==> src/rtl/mmio_cmd_master_pkg.sv <==
// Shared constants and state type for the UART-driven MMIO command master.
package mmio_cmd_pkg;

   // Frame opcodes sent by the host.
   localparam logic [7:0] OP_WR   = 8'h57;  // 'W'
   localparam logic [7:0] OP_RD   = 8'h52;  // 'R'

   // Single-byte responses returned to the host.
   localparam logic [7:0] RSP_OK  = 8'h4B;  // 'K'
   localparam logic [7:0] RSP_ERR = 8'h45;  // 'E'

   // Frame sequencer states.
   typedef enum logic [2:0] {
      S_IDLE,
      S_ADDR,
      S_DATA,
      S_BUS,
      S_RESP
   } state_e;

endpackage

==> src/rtl/mmio_cmd_master_if.sv <==
// Byte-stream and MMIO bus signals of the command master, grouped as one
// interface. The master modport is the command master's view; the slave
// modport is the view of the FIFOs and slot bus surrounding it.
interface mmio_cmd_master_if;

   logic [7:0]  rx_data;
   logic        rx_valid;
   logic        rx_ready;
   logic [7:0]  tx_data;
   logic        tx_valid;
   logic        tx_ready;
   logic        mmio_cs;
   logic        mmio_wr;
   logic        mmio_rd;
   logic [20:0] mmio_addr;
   logic [31:0] mmio_wr_data;
   logic [31:0] mmio_rd_data;

   modport master (
      input  rx_data, rx_valid, tx_ready, mmio_rd_data,
      output rx_ready, tx_data, tx_valid,
             mmio_cs, mmio_wr, mmio_rd, mmio_addr, mmio_wr_data
   );

   modport slave (
      output rx_data, rx_valid, tx_ready, mmio_rd_data,
      input  rx_ready, tx_data, tx_valid,
             mmio_cs, mmio_wr, mmio_rd, mmio_addr, mmio_wr_data
   );

endinterface

==> src/rtl/mmio_cmd_master.sv <==
// UART byte-stream command initiator for the FPro MMIO bus.
// Write frame: 57 A2 A1 A0 D3 D2 D1 D0 -> one write cycle, reply 4B.
// Read frame : 52 A2 A1 A0             -> one read cycle, reply 4 data bytes.
// Any other lead byte replies 45 and pulses frame_err. A stalled frame is
// abandoned after TIMEOUT_CYC idle cycles (0 disables the timeout).
module mmio_cmd_master
   import mmio_cmd_pkg::*;
#(
   parameter int unsigned TIMEOUT_CYC = 100_000_000
) (
   input  logic               clk,
   input  logic               reset,
   mmio_cmd_master_if.master  cmd_if,
   output logic               busy,
   output logic               frame_err
);

   localparam logic [31:0] TMO_LAST = 32'(TIMEOUT_CYC - 1);
   localparam logic        TMO_EN   = (TIMEOUT_CYC != 0);

   state_e      state_q, state_d;
   logic        is_wr_q, is_wr_d;
   logic [1:0]  cnt_q, cnt_d;
   logic [23:0] addr_sh_q, addr_sh_d;
   logic [31:0] data_sh_q, data_sh_d;
   logic [20:0] bus_addr_q, bus_addr_d;
   logic [31:0] bus_wdata_q, bus_wdata_d;
   logic [31:0] resp_q, resp_d;
   logic [2:0]  resp_left_q, resp_left_d;
   logic [31:0] tmr_q, tmr_d;
   logic        frame_err_q, frame_err_d;

   logic        rx_acc;
   logic        tx_acc;
   logic        expire;

   // Output decode: handshakes and strobes depend on state only, so there is
   // no combinational path from rx_valid/tx_ready back to rx_ready/tx_valid.
   assign cmd_if.rx_ready     = (state_q == S_IDLE) || (state_q == S_ADDR) ||
                                (state_q == S_DATA);
   assign cmd_if.tx_valid     = (state_q == S_RESP);
   assign cmd_if.tx_data      = resp_q[31:24];
   assign cmd_if.mmio_cs      = (state_q == S_BUS);
   assign cmd_if.mmio_wr      = (state_q == S_BUS) && is_wr_q;
   assign cmd_if.mmio_rd      = (state_q == S_BUS) && !is_wr_q;
   assign cmd_if.mmio_addr    = bus_addr_q;
   assign cmd_if.mmio_wr_data = bus_wdata_q;
   assign busy                = (state_q != S_IDLE);
   assign frame_err           = frame_err_q;

   assign rx_acc = cmd_if.rx_valid && cmd_if.rx_ready;
   assign tx_acc = cmd_if.tx_valid && cmd_if.tx_ready;
   assign expire = TMO_EN && (tmr_q == TMO_LAST);

   // Next-state logic: frame parsing, bus cycle, response shift-out, timeout.
   always_comb begin
      state_d     = state_q;
      is_wr_d     = is_wr_q;
      cnt_d       = cnt_q;
      addr_sh_d   = addr_sh_q;
      data_sh_d   = data_sh_q;
      bus_addr_d  = bus_addr_q;
      bus_wdata_d = bus_wdata_q;
      resp_d      = resp_q;
      resp_left_d = resp_left_q;
      tmr_d       = '0;
      frame_err_d = 1'b0;

      unique case (state_q)
         S_IDLE: begin
            if (rx_acc) begin
               if (cmd_if.rx_data == OP_WR || cmd_if.rx_data == OP_RD) begin
                  is_wr_d = (cmd_if.rx_data == OP_WR);
                  cnt_d   = '0;
                  state_d = S_ADDR;
               end else begin
                  resp_d      = {RSP_ERR, 24'h0};
                  resp_left_d = 3'd1;
                  frame_err_d = 1'b1;
                  state_d     = S_RESP;
               end
            end
         end

         S_ADDR: begin
            // An accepted byte wins over expiry in the same cycle.
            if (rx_acc) begin
               addr_sh_d = {addr_sh_q[15:0], cmd_if.rx_data};
               if (cnt_q == 2'd2) begin
                  cnt_d = '0;
                  if (is_wr_q) begin
                     state_d = S_DATA;
                  end else begin
                     // A2[7:5] fall off the top of the 21-bit bus address.
                     bus_addr_d = {addr_sh_q[12:0], cmd_if.rx_data};
                     state_d    = S_BUS;
                  end
               end else begin
                  cnt_d = cnt_q + 2'd1;
               end
            end else if (expire) begin
               frame_err_d = 1'b1;
               state_d     = S_IDLE;
            end else if (TMO_EN) begin
               tmr_d = tmr_q + 32'd1;
            end
         end

         S_DATA: begin
            if (rx_acc) begin
               data_sh_d = {data_sh_q[23:0], cmd_if.rx_data};
               if (cnt_q == 2'd3) begin
                  cnt_d       = '0;
                  bus_addr_d  = addr_sh_q[20:0];
                  bus_wdata_d = {data_sh_q[23:0], cmd_if.rx_data};
                  state_d     = S_BUS;
               end else begin
                  cnt_d = cnt_q + 2'd1;
               end
            end else if (expire) begin
               frame_err_d = 1'b1;
               state_d     = S_IDLE;
            end else if (TMO_EN) begin
               tmr_d = tmr_q + 32'd1;
            end
         end

         S_BUS: begin
            if (is_wr_q) begin
               resp_d      = {RSP_OK, 24'h0};
               resp_left_d = 3'd1;
            end else begin
               resp_d      = cmd_if.mmio_rd_data;
               resp_left_d = 3'd4;
            end
            state_d = S_RESP;
         end

         S_RESP: begin
            if (tx_acc) begin
               resp_d      = {resp_q[23:0], 8'h00};
               resp_left_d = resp_left_q - 3'd1;
               if (resp_left_q == 3'd1) begin
                  state_d = S_IDLE;
               end
            end
         end

         default: begin
            state_d = S_IDLE;
         end
      endcase
   end

   // State and datapath registers with synchronous active-low reset.
   always_ff @(posedge clk) begin
      if (!reset) begin
         state_q     <= S_IDLE;
         is_wr_q     <= 1'b0;
         cnt_q       <= '0;
         addr_sh_q   <= '0;
         data_sh_q   <= '0;
         bus_addr_q  <= '0;
         bus_wdata_q <= '0;
         resp_q      <= '0;
         resp_left_q <= '0;
         tmr_q       <= '0;
         frame_err_q <= 1'b0;
      end else begin
         state_q     <= state_d;
         is_wr_q     <= is_wr_d;
         cnt_q       <= cnt_d;
         addr_sh_q   <= addr_sh_d;
         data_sh_q   <= data_sh_d;
         bus_addr_q  <= bus_addr_d;
         bus_wdata_q <= bus_wdata_d;
         resp_q      <= resp_d;
         resp_left_q <= resp_left_d;
         tmr_q       <= tmr_d;
         frame_err_q <= frame_err_d;
      end
   end

endmodule

==> src/flat_wrapper.sv <==
// flat-port wrapper written by rule: the top's interface ports become plain ports
module mmio_cmd_master_flat import mmio_cmd_pkg::*;
#(
   parameter int unsigned TIMEOUT_CYC = 100_000_000
)
  (clk, reset, busy, frame_err, cmd_if_rx_data, cmd_if_rx_valid, cmd_if_tx_ready, cmd_if_mmio_rd_data, cmd_if_rx_ready, cmd_if_tx_data, cmd_if_tx_valid, cmd_if_mmio_cs, cmd_if_mmio_wr, cmd_if_mmio_rd, cmd_if_mmio_addr, cmd_if_mmio_wr_data);
  mmio_cmd_master_if cmd_if_i ();
  input  logic clk;
  input  logic reset;
  output logic busy;
  output logic frame_err;
  input wire logic [$bits(cmd_if_i.rx_data)-1:0] cmd_if_rx_data;
  input wire logic [$bits(cmd_if_i.rx_valid)-1:0] cmd_if_rx_valid;
  input wire logic [$bits(cmd_if_i.tx_ready)-1:0] cmd_if_tx_ready;
  input wire logic [$bits(cmd_if_i.mmio_rd_data)-1:0] cmd_if_mmio_rd_data;
  output wire logic [$bits(cmd_if_i.rx_ready)-1:0] cmd_if_rx_ready;
  output wire logic [$bits(cmd_if_i.tx_data)-1:0] cmd_if_tx_data;
  output wire logic [$bits(cmd_if_i.tx_valid)-1:0] cmd_if_tx_valid;
  output wire logic [$bits(cmd_if_i.mmio_cs)-1:0] cmd_if_mmio_cs;
  output wire logic [$bits(cmd_if_i.mmio_wr)-1:0] cmd_if_mmio_wr;
  output wire logic [$bits(cmd_if_i.mmio_rd)-1:0] cmd_if_mmio_rd;
  output wire logic [$bits(cmd_if_i.mmio_addr)-1:0] cmd_if_mmio_addr;
  output wire logic [$bits(cmd_if_i.mmio_wr_data)-1:0] cmd_if_mmio_wr_data;
  assign cmd_if_i.rx_data = cmd_if_rx_data;
  assign cmd_if_i.rx_valid = cmd_if_rx_valid;
  assign cmd_if_i.tx_ready = cmd_if_tx_ready;
  assign cmd_if_i.mmio_rd_data = cmd_if_mmio_rd_data;
  assign cmd_if_rx_ready = cmd_if_i.rx_ready;
  assign cmd_if_tx_data = cmd_if_i.tx_data;
  assign cmd_if_tx_valid = cmd_if_i.tx_valid;
  assign cmd_if_mmio_cs = cmd_if_i.mmio_cs;
  assign cmd_if_mmio_wr = cmd_if_i.mmio_wr;
  assign cmd_if_mmio_rd = cmd_if_i.mmio_rd;
  assign cmd_if_mmio_addr = cmd_if_i.mmio_addr;
  assign cmd_if_mmio_wr_data = cmd_if_i.mmio_wr_data;
  mmio_cmd_master #(.TIMEOUT_CYC(TIMEOUT_CYC)) u_core (.clk(clk), .reset(reset), .cmd_if(cmd_if_i), .busy(busy), .frame_err(frame_err));
endmodule
==> config.mk <==
export PLATFORM = sky130hd
export DESIGN_NAME = mmio_cmd_master_flat
export DESIGN_NICKNAME = d
export VERILOG_FILES = /design/src/rtl/mmio_cmd_master_pkg.sv /design/src/rtl/mmio_cmd_master_if.sv /design/src/rtl/mmio_cmd_master.sv /design/src/flat_wrapper.sv
export SDC_FILE = /design/constraint.sdc
export NUM_CORES = 1
export LEC_CHECK = 0
export ABC_AREA = 1
export BUFFER_PORTS_ARGS = -buffer_cell sky130_fd_sc_hd__buf_2
export CORE_UTILIZATION = 57
export CTS_CLUSTER_DIAMETER = 100
export CTS_CLUSTER_SIZE = 24
export DETAILED_ROUTE_END_ITERATION = 10
export PLACE_DENSITY = 0.77
export SKIP_LAST_GASP = 1
export SYNTH_ARGS = -nofsm -noshare
export SYNTH_HDL_FRONTEND = slang
export SYNTH_SLANG_ARGS = --single-unit
==> constraint.sdc <==
create_clock -name clk -period 2.6 [get_ports clk]
set_clock_uncertainty 0.15 [all_clocks]
set_input_delay 0.13 -clock clk [delete_from_list [all_inputs] [get_ports clk]]
set_output_delay 0.13 -clock clk [all_outputs]
set_load 0.02 [all_outputs]
# --- Yosys cells after proc, flatten, opt, wreduce, memory -nomap -nowiden ---
# Cells that the tools add are included.
op_classes:
  add_sub_neg: 3
  n_eq_ne: 22
  muxes: 39
  bitwise_logic: 2
  reduce_logical: 23
ops:
  columns: ["cell", "count"]
  rows:
  - ["2-to-1 mux 32 bit", 4]
  - ["2-to-1 mux 21 bit", 5]
  - ["case mux 32 bit (3 select lines)", 1]
  - ["case mux 21 bit (2 select lines)", 1]
  - ["2-to-1 mux 3 bit", 13]
  - ["adder 32 x 1 -> 32 bit (second input constant)", 1]
  - ["== test 32 x 27 -> 1 bit (second input constant)", 1]
  - ["== test 8 x 7 -> 1 bit (second input constant)", 2]
  - ["case mux 3 bit (5 select lines)", 1]
  - ["inequality test 2 bit (second input constant)", 7]
  - ["2-to-1 mux 2 bit", 6]
  - ["AND reduction 5 bit", 2]
  - ["case mux 3 bit (3 select lines)", 1]
  - ["nonzero test 3 bit", 3]
  - ["== test 3 x 1 -> 1 bit (second input constant)", 2]
  - ["== test 3 x 2 -> 1 bit (second input constant)", 2]
  - ["inequality test 2 x 1 -> 1 bit (second input constant)", 3]
  - ["inequality test 3 bit (second input constant)", 2]
  - ["case mux 2 bit (3 select lines)", 1]
  - ["AND reduction 3 bit", 2]
  - ["AND reduction 6 bit", 1]
  - ["2-to-1 mux 1 bit", 5]
  - ["== test 2 bit (second input constant)", 2]
  - ["logical AND 1 bit", 4]
  - ["13 further kinds", 17]
totals:
  reg_bits: 172
  in_bits: 44
  output_inout_bits: 68
  elab_cells: 100

# --- Longest topological paths before layout ---
# Gate-level depths: netlist of run 1.
depth:
  depth_word: 6
  ltp_mapped: 10

# --- Worst setup path before layout of run 1 ---
# No wires, ideal clock.
synth_path:
  path_type: "register to register"
  from: "reg u_core.state_q[2]"
  to: "reg u_core.resp_q[24]"
  setup_ns: 0.116
  arrival_time_ns: 1.571
  t_required_ns: 2.334
  path_slack_ns: 0.764
  path_stages_with_launch: 10
  n_path_buf: 3
  synth_period_minus_slack_ns: 1.836
  cell_sequence: "dfxtp_1 > buf_6 > nor2_4 > nand2_1 > inv_2 > nand3_2 > buf_2 > buf_2 > a21oi_1 > nor2_1"
synth_between:
  elab_chain_cells: 6
  elab_cells_between_ends: 15
  classes_between: "7 x eq/ne; 1 x mux; 7 x reduce/logical"
synth_rtl:
  columns: ["item", "line", "rtl"]
  rows:
  - ["start: declaration", "mmio_cmd_master.sv:21", "state_e state_q, state_d;"]
  - ["start signal: assignment", "mmio_cmd_master.sv:170", "state_q <= state_d;"]
  - ["== test 3 x 1 -> 1 bit / zero test 3 bit (equally long branches)", "mmio_cmd_master.sv:39, mmio_cmd_master.sv:69", null]
  - ["logical OR 1 bit (2 in series)", "mmio_cmd_master.sv:39", "assign cmd_if.rx_ready = (state_q == S_IDLE) || (state_q == S_ADDR) ||"]
  - ["logical AND 1 bit", "mmio_cmd_master.sv:51", "assign rx_acc = cmd_if.rx_valid && cmd_if.rx_ready;"]
  - ["inequality test 2 x 1 -> 1 bit (no source line)", null, null]
  - ["AND reduction 4 bit (no source line)", null, null]
  - ["end signal: assignment", "mmio_cmd_master.sv:177", "resp_q <= resp_d;"]
  - ["end: declaration", "mmio_cmd_master.sv:28", "logic [31:0] resp_q, resp_d;"]
# Parallel ways exist; a longest one is shown, timed or not.
# A chain may end at the register's enable or synchronous reset.

# --- Final worst setup path of run 1 ---
layout_path:
  from: "reg u_core.state_q[2]"
  to: "out cmd_if_tx_valid"
layout_between:
  elab_chain_cells: 1
layout_rtl:
  columns: ["item", "line", "rtl"]
  rows:
  - ["== test 3 bit", "mmio_cmd_master.sv:41", "assign cmd_if.tx_valid = (state_q == S_RESP);"]
  - ["end: declaration", "flat_wrapper.sv:18", "output wire logic [$bits(cmd_if_i.tx_valid)-1:0] cmd_if_tx_valid;"]
# No other way between the ends.

==> metrics.csv, run 1 <==
metric,value,unit
p_per_area,731,mW/mm2
path_buf_inv,2,
irDropWorstVdd,0.000527,V
rsz0062_at_grt,no,
power_leakage,3.70,nW
clockPowerShare,36.7,%
crit_required,2320,ps
clk_path_buf_depth,2,
worst_pin_slew,652,ps
p_int,4.71,mW
grt_max_degree,73,
placementRows,42,
ys_warn_count,0,
cts.sinks,172,
final_layout_size_suffix_gt1_share,13.7,%
fin_total_pwr,6.87,mW
grt_pass1_wl,31500,um
fin_area,0.00941,mm2
die_area,0.0143,mm2
grt_usage,27.4,%
insertion_delay,430,ps
fmax,454,MHz
synthDistinctLibCells,32,
num_vias,7563,
ios,112,
start_util,58.9,%
synth_top_area_share,43.8,%
p_switching,2.16,mW
clock-root-buffer,clkbuf_16,
avgSynthCellArea,6.80,um2
hold_viol,0,
portBuffers,111,
viasPerCell,5.18,
path_clk_slew,70,ps
route.detailed.drc,0,
drtPass1Iterations,5,
end_kind,output port,
syn_area,0.00786,mm2
wirelength,19000,um
crit_chain,nand2_1 -> inv_2 -> buf_2,
setup_violations,0,
arrival,1920,ps
slew_headroom,56.5,%
worst_slack,398,ps
cts_tree,yes,
area_delta_synth_final,19.7,%
p_seq_share,42.4,%
grt_overflow,0,
cts_buffers,17,
gp_congestion,0.912,
yosysSeqAreaShare,43.8,%
grt_busiest_layer,met2,
slew_violations,0,
multiInputGateArea,0.00370,mm2
drtAntennaViolNets,0,
synth_area_leaders,"dfxtp_1 44%, nand2_1 15%, a21oi_1 7.6%",
fin_nets,1324,
dieWidth,119,um
antenna_found_initial,0,
met3_usage,5.89,%
critical_path_class,register to output port,
fin_crit_sh,84.7,%
synthTopCellsByCount,"318 x nand2_1, 172 x dfxtp_1, 154 x nor2_1",
cp_slowest_stage_delay,570,ps
post-cts-setup-buffers,0,
n_antenna_cell,0,
cp_slowest_cell,dfxtp_1,
synth_top_cell_by_area,dfxtp_1,
p_comb_share,20.9,%
synthFlopType,dfxtp_1,
synthArstFlopShare,0,%
place_hpwl,12000,um
synth_edf_count,0,
grt_pass1_vias,6813,
tns,0,ps
seq_area,0.00344,mm2
critPathLaunchType,register,
critical-path-top-delay-family,buffers and inverters,
wl_per_cell,13.0,um
core-area,0.0133,mm2
met1_usage,35.7,%
yosysMostFrequentCell,nand2_1,
hold_path_class,input pin to register,
dpl_cell_area,0.00840,mm2
grt_util_met2,44.8,%
syn_inst,1156,
path_max_fanout,26,
htree_levels,4,
fillers,1133,
die_height,119,um
maxCapViolations,0,
drt-initial-drc-count,665,
place_ws,519,ps
status,completed,
fin_crit,2200,ps
synth-seq-cells,172,
sw_frac_of_total,31.4,%
synthesis.nets,1207,
## area by class of cell
class | count | area share (%)
well taps | 176 | 2.34
multi-input cells | 819 | 39.3
inverters | 96 | 3.83
clock buffers | 19 | 4.82
repair buffers | 167 | 11.6
flip-flops and latches | 172 | 36.6
clock inverters | 12 | 1.48
## repair_timing
item / in CTS / in global routing
hold buffers: 41 / 0
endpoints found under the hold margin: 60 / 0
resized for setup: 0 / 0
## registers in the layout, summed over array words and instances, names as in the netlist
| name | count |
|---|---|
| u_core.frame_err | 1 |
| u_core.addr_sh_q | 21 |
| u_core.state_q | 3 |
| u_core.is_wr_q | 1 |
| u_core.cnt_q | 2 |
| u_core.resp_left_q | 3 |
| u_core.cmd_if.mmio_wr_data | 32 |
| u_core.data_sh_q | 24 |
| u_core.cmd_if.mmio_addr | 21 |
| u_core.resp_q | 32 |
| u_core.tmr_q | 32 |
## metrics by stage
step / util (%) / hold WS (ps) / cells
after detailed placement: 63.0 / 239 / 1389
after floorplan: - / 115 / 1156
after global routing: 70.5 / 128 / 1461
after global placement: 63.0 / 239 / 1389
final: 70.5 / 97.1 / 1461
after CTS: 70.5 / 85.2 / 1461
## worst reg2reg max path: stages (launching register included)
cell     delay [ps]
dfxtp_1         390
ha_1            260
nand2_1         100
nor2_2          210
nand2_1         170
nor2_1          240
nand2_1          90
nand3_1         120
buf_12          200
nor2_1           80
## cells in the final DEF, fill, tap and decap left out, drive strengths merged, types with 2 or more instances in the layout
| master | count |
|---|---|
| a21oi | 119 |
| buf | 126 |
| bufinv | 2 |
| clkbuf | 19 |
| clkinv | 4 |
| clkinvlp | 4 |
| dfxtp | 172 |
| dlygate4sd3 | 41 |
| ha | 7 |
| inv | 98 |
| nand2 | 324 |
| nand3 | 89 |
| nand3b | 5 |
| nand4 | 4 |
| nor2 | 160 |
| nor3 | 16 |
| o21ai | 81 |
| xnor2 | 6 |
| xor2 | 4 |
## kinds of logic after synthesis
logic type / count (synthesis) / share of synthesized area, %
AND/OR/NAND/NOR: 600 / 31.9
AO/OA/AOI/OAI: 202 / 12.9
flip-flops: 172 / 43.8
buffers and inverters: 165 / 9.14
XOR/XNOR: 10 / 1.11
adder cells (fa/ha/maj): 7 / 1.11
## worst paths after layout
kind | startpoint | endpoint | slack [ps] | cells past startpoint
worst max-delay path | u_core.state_q[2] | cmd_if_tx_valid | 400 | 3
worst min-delay path | cmd_if_rx_valid | u_core.cmd_if.mmio_wr_data[8] | 100 | 5
worst max register to register | u_core.tmr_q[0] | u_core.tmr_q[5] | 490 | 9
worst min register to register | u_core.addr_sh_q[13] | u_core.addr_sh_q[13] | 300 | 2
## metal layers
layer  vias up  share of wire (%)
li1       3911                  -
met1      3420                 46
met2       202                 47
met3        30                4.7
met4         0                1.6
met5         -                  0
## power groups by stage
stage	registers, mW	logic (mW)	clock network [mW]
after global placement	2.97	1.36	0
after global routing	2.93	1.60	2.67
after CTS	2.92	1.43	2.55
final	2.92	1.44	2.52
after detailed placement	2.97	1.38	0
after floorplan	3.00	1.07	0
(Power assumes the default switching activity.)
==> run 2, diff against run 1 <==
clock period = 2.09 ns   (was 2.6 ns; I/O delays follow)
==> metrics.csv, run 2 (synthesis gave the netlist of run 1 again) <==
metric,value,unit
status,completed,
p_per_area,897,mW/mm2
drtAntennaViolNets,0,
final_layout_size_suffix_gt1_share,14.5,%
n_antenna_cell,0,
slew_violations,0,
insertion_delay,430,ps
cts_tree,yes,
area_delta_synth_final,21.2,%
path_clk_slew,60,ps
grt_overflow,0,
wirelength,19000,um
met2_wirelength,8890,um
fin_crit,1990,ps
fin_nets,1333,
drtPass1Iterations,5,
p_comb_share,21.5,%
clk_path_buf_depth,2,
crit_chain,inv_2 -> nor2_4 -> nand2_2 -> buf_4 -> nor2_4 -> buf_12 -> buf_2,
arrival,1730,ps
portBuffers,111,
grt_usage,27.5,%
p_switching,2.70,mW
die_area,0.0143,mm2
fin_crit_sh,95.0,%
critical_path_class,register to output port,
final_cell_mix,"318 x nand2_1, 169 x dfxtp_1, 152 x nor2_1, 119 x a21oi_1, 111 x buf_2",
gp_congestion,0.912,
layout_commonest_cell,nand2_1,
setup_violations,0,
path_max_fanout,15,
clock-root-buffer,clkbuf_16,
tns,0,ps
r2r_setup_slack,170,ps
start_util,58.9,%
highest_layer,met4,
viasPerCell,5.21,
die_height,119,um
slew_headroom,52.7,%
whs,80.0,ps
place_hpwl,12100,um
dieWidth,119,um
wl_per_cell,12.9,um
htree_levels,4,
crit_required,1840,ps
hold_viol,0,
rsz0062_at_grt,no,
grt_max_degree,73,
cts_buffers,17,
clockPowerShare,36.0,%
p_seq_share,42.4,%
grt_pass1_wl,32000,um
num_vias,7655,
cp_slowest_cell,dfxtp_2,
wl_met3,1230,um
drt-initial-drc-count,542,
worst_slack,104,ps
sw_frac_of_total,31.5,%
fillers,1133,
power_leakage,3.75,nW
ios,112,
placementRows,42,
cts.sinks,172,
cpMostUsedCell,nor2_4,
place_ws,115,ps
post-cts-setup-buffers,0,
hold_path_class,input pin to register,
fmax,504,MHz
core-area,0.0133,mm2
end_kind,output port,
route.detailed.drc,0,
cp_slowest_stage_delay,380,ps
grt_pass1_vias,6994,
critPathLaunchType,register,
irDropWorstVdd,0.000675,V
drt-met1-wl,8510,um
maxCapViolations,0,
p_int,5.85,mW
antenna_found_initial,0,
worst_pin_slew,710,ps
[run 2: cell types whose count changed in the layout (fill, tap and decap cells not counted), sizes merged]
cell      delta
buf          +8
clkinv       -1
clkinvlp     -1
inv          +2
[run 2: power groups by stage]
stage / Sequential [mW] / Combinational [mW] / Clock (mW)
2_1_floorplan: 3.73 / 1.33 / 0
3_3_place_gp: 3.69 / 1.75 / 0
3_5_place_dp: 3.69 / 1.77 / 0
4_1_cts: 3.62 / 1.84 / 3.12
5_1_grt: 3.65 / 2.07 / 3.27
6_report: 3.63 / 1.84 / 3.08
[run 2: metrics by stage]
stage,utilization (%),power (mW),area (um2),instances
floorplan,-,5.06,7860,1156
global placement,63.7,5.45,8500,1397
detailed placement,63.7,5.47,8500,1397
CTS,71.0,8.59,9480,1468
global route,71.4,8.99,9520,1469
finish,71.4,8.55,9520,1469
[run 2: path summary, 6_finish.rpt]
path	endpoint	start	cells after the start
worst max-delay path	cmd_if_mmio_rd	u_core.state_q[1]	7
worst min register to register	u_core.addr_sh_q[19]	u_core.addr_sh_q[19]	2
worst min-delay path	u_core.frame_err	cmd_if_rx_valid	4
worst max register to register	u_core.tmr_q[17]	u_core.tmr_q[0]	9
[run 2: critical path: cells and delay by family, from the launching register on]
kind / cells / cell delay, ps
buf+inv: 4 / 570
flops: 1 / 380
simple gates: 3 / 350
[run 2: routing by layer]
| metal | GRT usage [%] | vias up |
|---|---|---|
| met3 | 5.89 | 40 |
| met1 | 36.2 | 3478 |
| li1 | - | 3914 |
| met5 | 0 | - |
| met2 | 44.4 | 223 |
| met4 | 9.84 | 0 |
[run 2: cell type report]
cell class | count | area, um2 | area share, %
multi-input cells | 819 | 3710 | 39.0
flip-flops and latches | 172 | 3450 | 36.2
repair buffers | 176 | 1210 | 12.7
clock buffers | 18 | 429 | 4.51
inverters | 96 | 360 | 3.78
well taps | 176 | 220 | 2.31
clock inverters | 12 | 139 | 1.46
[run 2: what timing repair did]
action	in CTS	in global routing
endpoints found under the setup margin	1	70
hold endpoints to repair	59	0
gates cloned	0	1
hold buffers	41	0
gates resized for setup	1	6
pin swaps	0	0
==> run 3, diff against run 2 <==
CORE_MARGIN = 4   (was unset)
==> metrics.csv, run 3 (synthesis gave the netlist of run 1 again) <==
metric,value,unit
final_cell_mix,"318 x nand2_1, 171 x dfxtp_1, 152 x nor2_1, 119 x a21oi_1, 111 x buf_2",
grt_usage,25.0,%
cp_slowest_cell,dfxtp_1,
clk_path_buf_depth,2,
core-area,0.0133,mm2
cp_slowest_stage_delay,420,ps
cts.sinks,172,
route.detailed.drc,0,
area_delta_synth_final,21.2,%
htree_levels,4,
crit_required,1840,ps
grt_max_degree,70,
drt-initial-drc-count,633,
drtPass1Iterations,5,
cts_tree,yes,
fin_crit,2010,ps
fin_nets,1333,
num_vias,7685,
wl_per_cell,13.5,um
crit_chain,inv_2 -> nor2_4 -> nand2_2 -> nor2_2 -> buf_12 -> buf_2,
die_area,0.0157,mm2
status,completed,
worst_pin_slew,747,ps
die_height,125,um
critical-path-top-delay-family,buffers and inverters,
path_max_fanout,30,
dieWidth,125,um
layout_commonest_cell,nand2_1,
final_layout_size_suffix_gt1_share,14.4,%
tns,0,ps
arrival,1760,ps
wirelength,19800,um
power_leakage,3.77,nW
fmax,496,MHz
n_antenna_cell,0,
fin_crit_sh,96.4,%
gp_congestion,0.935,
start_util,58.9,%
irDropWorstVdd,0.000898,V
viasPerCell,5.22,
cts_buffers,17,
critical_path_class,register to output port,
maxCapViolations,0,
drtAntennaViolNets,0,
cp_num_cells,6,
placementRows,42,
p_per_area,916,mW/mm2
placed_cells,1398,
hold_path_class,input pin to register,
setup_violations,0,
r2r_cells,9,
fillers,1160,
grt_overflow,0,
grt_pass1_vias,7128,
path_buf_inv,3,
whs,40.3,ps
place_hpwl,12900,um
fin_total_pwr,8.73,mW
post-cts-setup-buffers,0,
hold_viol,0,
hold_path_depth,5,
critPathLaunchType,register,
slew_violations,0,
insertion_delay,430,ps
place_ws,97.3,ps
ios,112,
end_kind,output port,
worst_slack,75.1,ps
clock-root-buffer,clkbuf_16,
rsz0062_at_grt,no,
final_cells,1471,
antenna_found_initial,0,
path_clk_slew,70,ps
grt_pass1_wl,33100,um
portBuffers,111,
slew_headroom,50.2,%
[run 3: cell types whose count changed in the layout (fill, tap and decap cells not counted), sizes merged]
cell	previous run	this run
buf	134	135
clkinvlp	3	1
clkbuf	19	20
clkinv	3	2
inv	100	103
[run 3: worst reg2reg max path, stage by stage, from the launching register on]
cell	delay, ps
dfxtp_1	420
inv_2	90
nor2_4	130
nand2_2	140
nand2_2	130
nor2_4	50
nor2_8	170
nand2_4	250
nand2_1	150
a21oi_1	100
[run 3: final cells by class]
cell class                      count  area [um2]  area share (%)
Clock buffer                       20         457            4.79
Clock inverter                     12         151            1.59
Inverter                           96         363            3.81
Multi-Input combinational cell    819        3710            38.9
Sequential cell                   172        3440            36.2
Tap cell                          176         220            2.31
Timing Repair Buffer              176        1180            12.4
[run 3: through the flow]
| stage | util (%) | area, um2 |
|---|---|---|
| finish | 71.4 | 9530 |
| global route | 71.4 | 9530 |
| CTS | 71.3 | 9520 |
| detailed placement | 63.7 | 8500 |
| global placement | 63.7 | 8500 |
| floorplan | - | 7860 |
[run 3: worst paths after layout]
path,endpoint,slack (ps),from
worst max-delay path,cmd_if_mmio_rd,80,u_core.state_q[1]
worst max register to register,u_core.resp_q[4],140,u_core.state_q[1]
worst min-delay path,u_core.cmd_if.mmio_wr_data[29],40,cmd_if_rx_valid
worst min register to register,u_core.addr_sh_q[15],300,u_core.addr_sh_q[15]
[run 3: layer usage]
layer  global-route usage [%]  vias to the layer above  part of all wire [%]
li1                         -                     3923                     -
met1                     32.7                     3506                    46
met4                     9.69                        0                   2.4
met2                     40.3                      215                    47
met5                        0                        -                     0
met3                     5.84                       41                   5.1
[run 3: where the power goes]
group	leakage, nW	switching [mW]	total (mW)	internal (mW)
Clock	0.296	1.40	3.26	1.86
Sequential	1.39	0.147	3.63	3.48
Combinational	2.09	1.26	1.84	0.582
Total	3.77	2.80	8.73	5.93
[run 3: repair_timing]
item | 4_1_cts | 5_1_grt
resized for setup | 1 | 3
hold endpoints to repair | 60 | 0
endpoints found under the setup margin | 1 | 38
hold buffers | 41 | 0
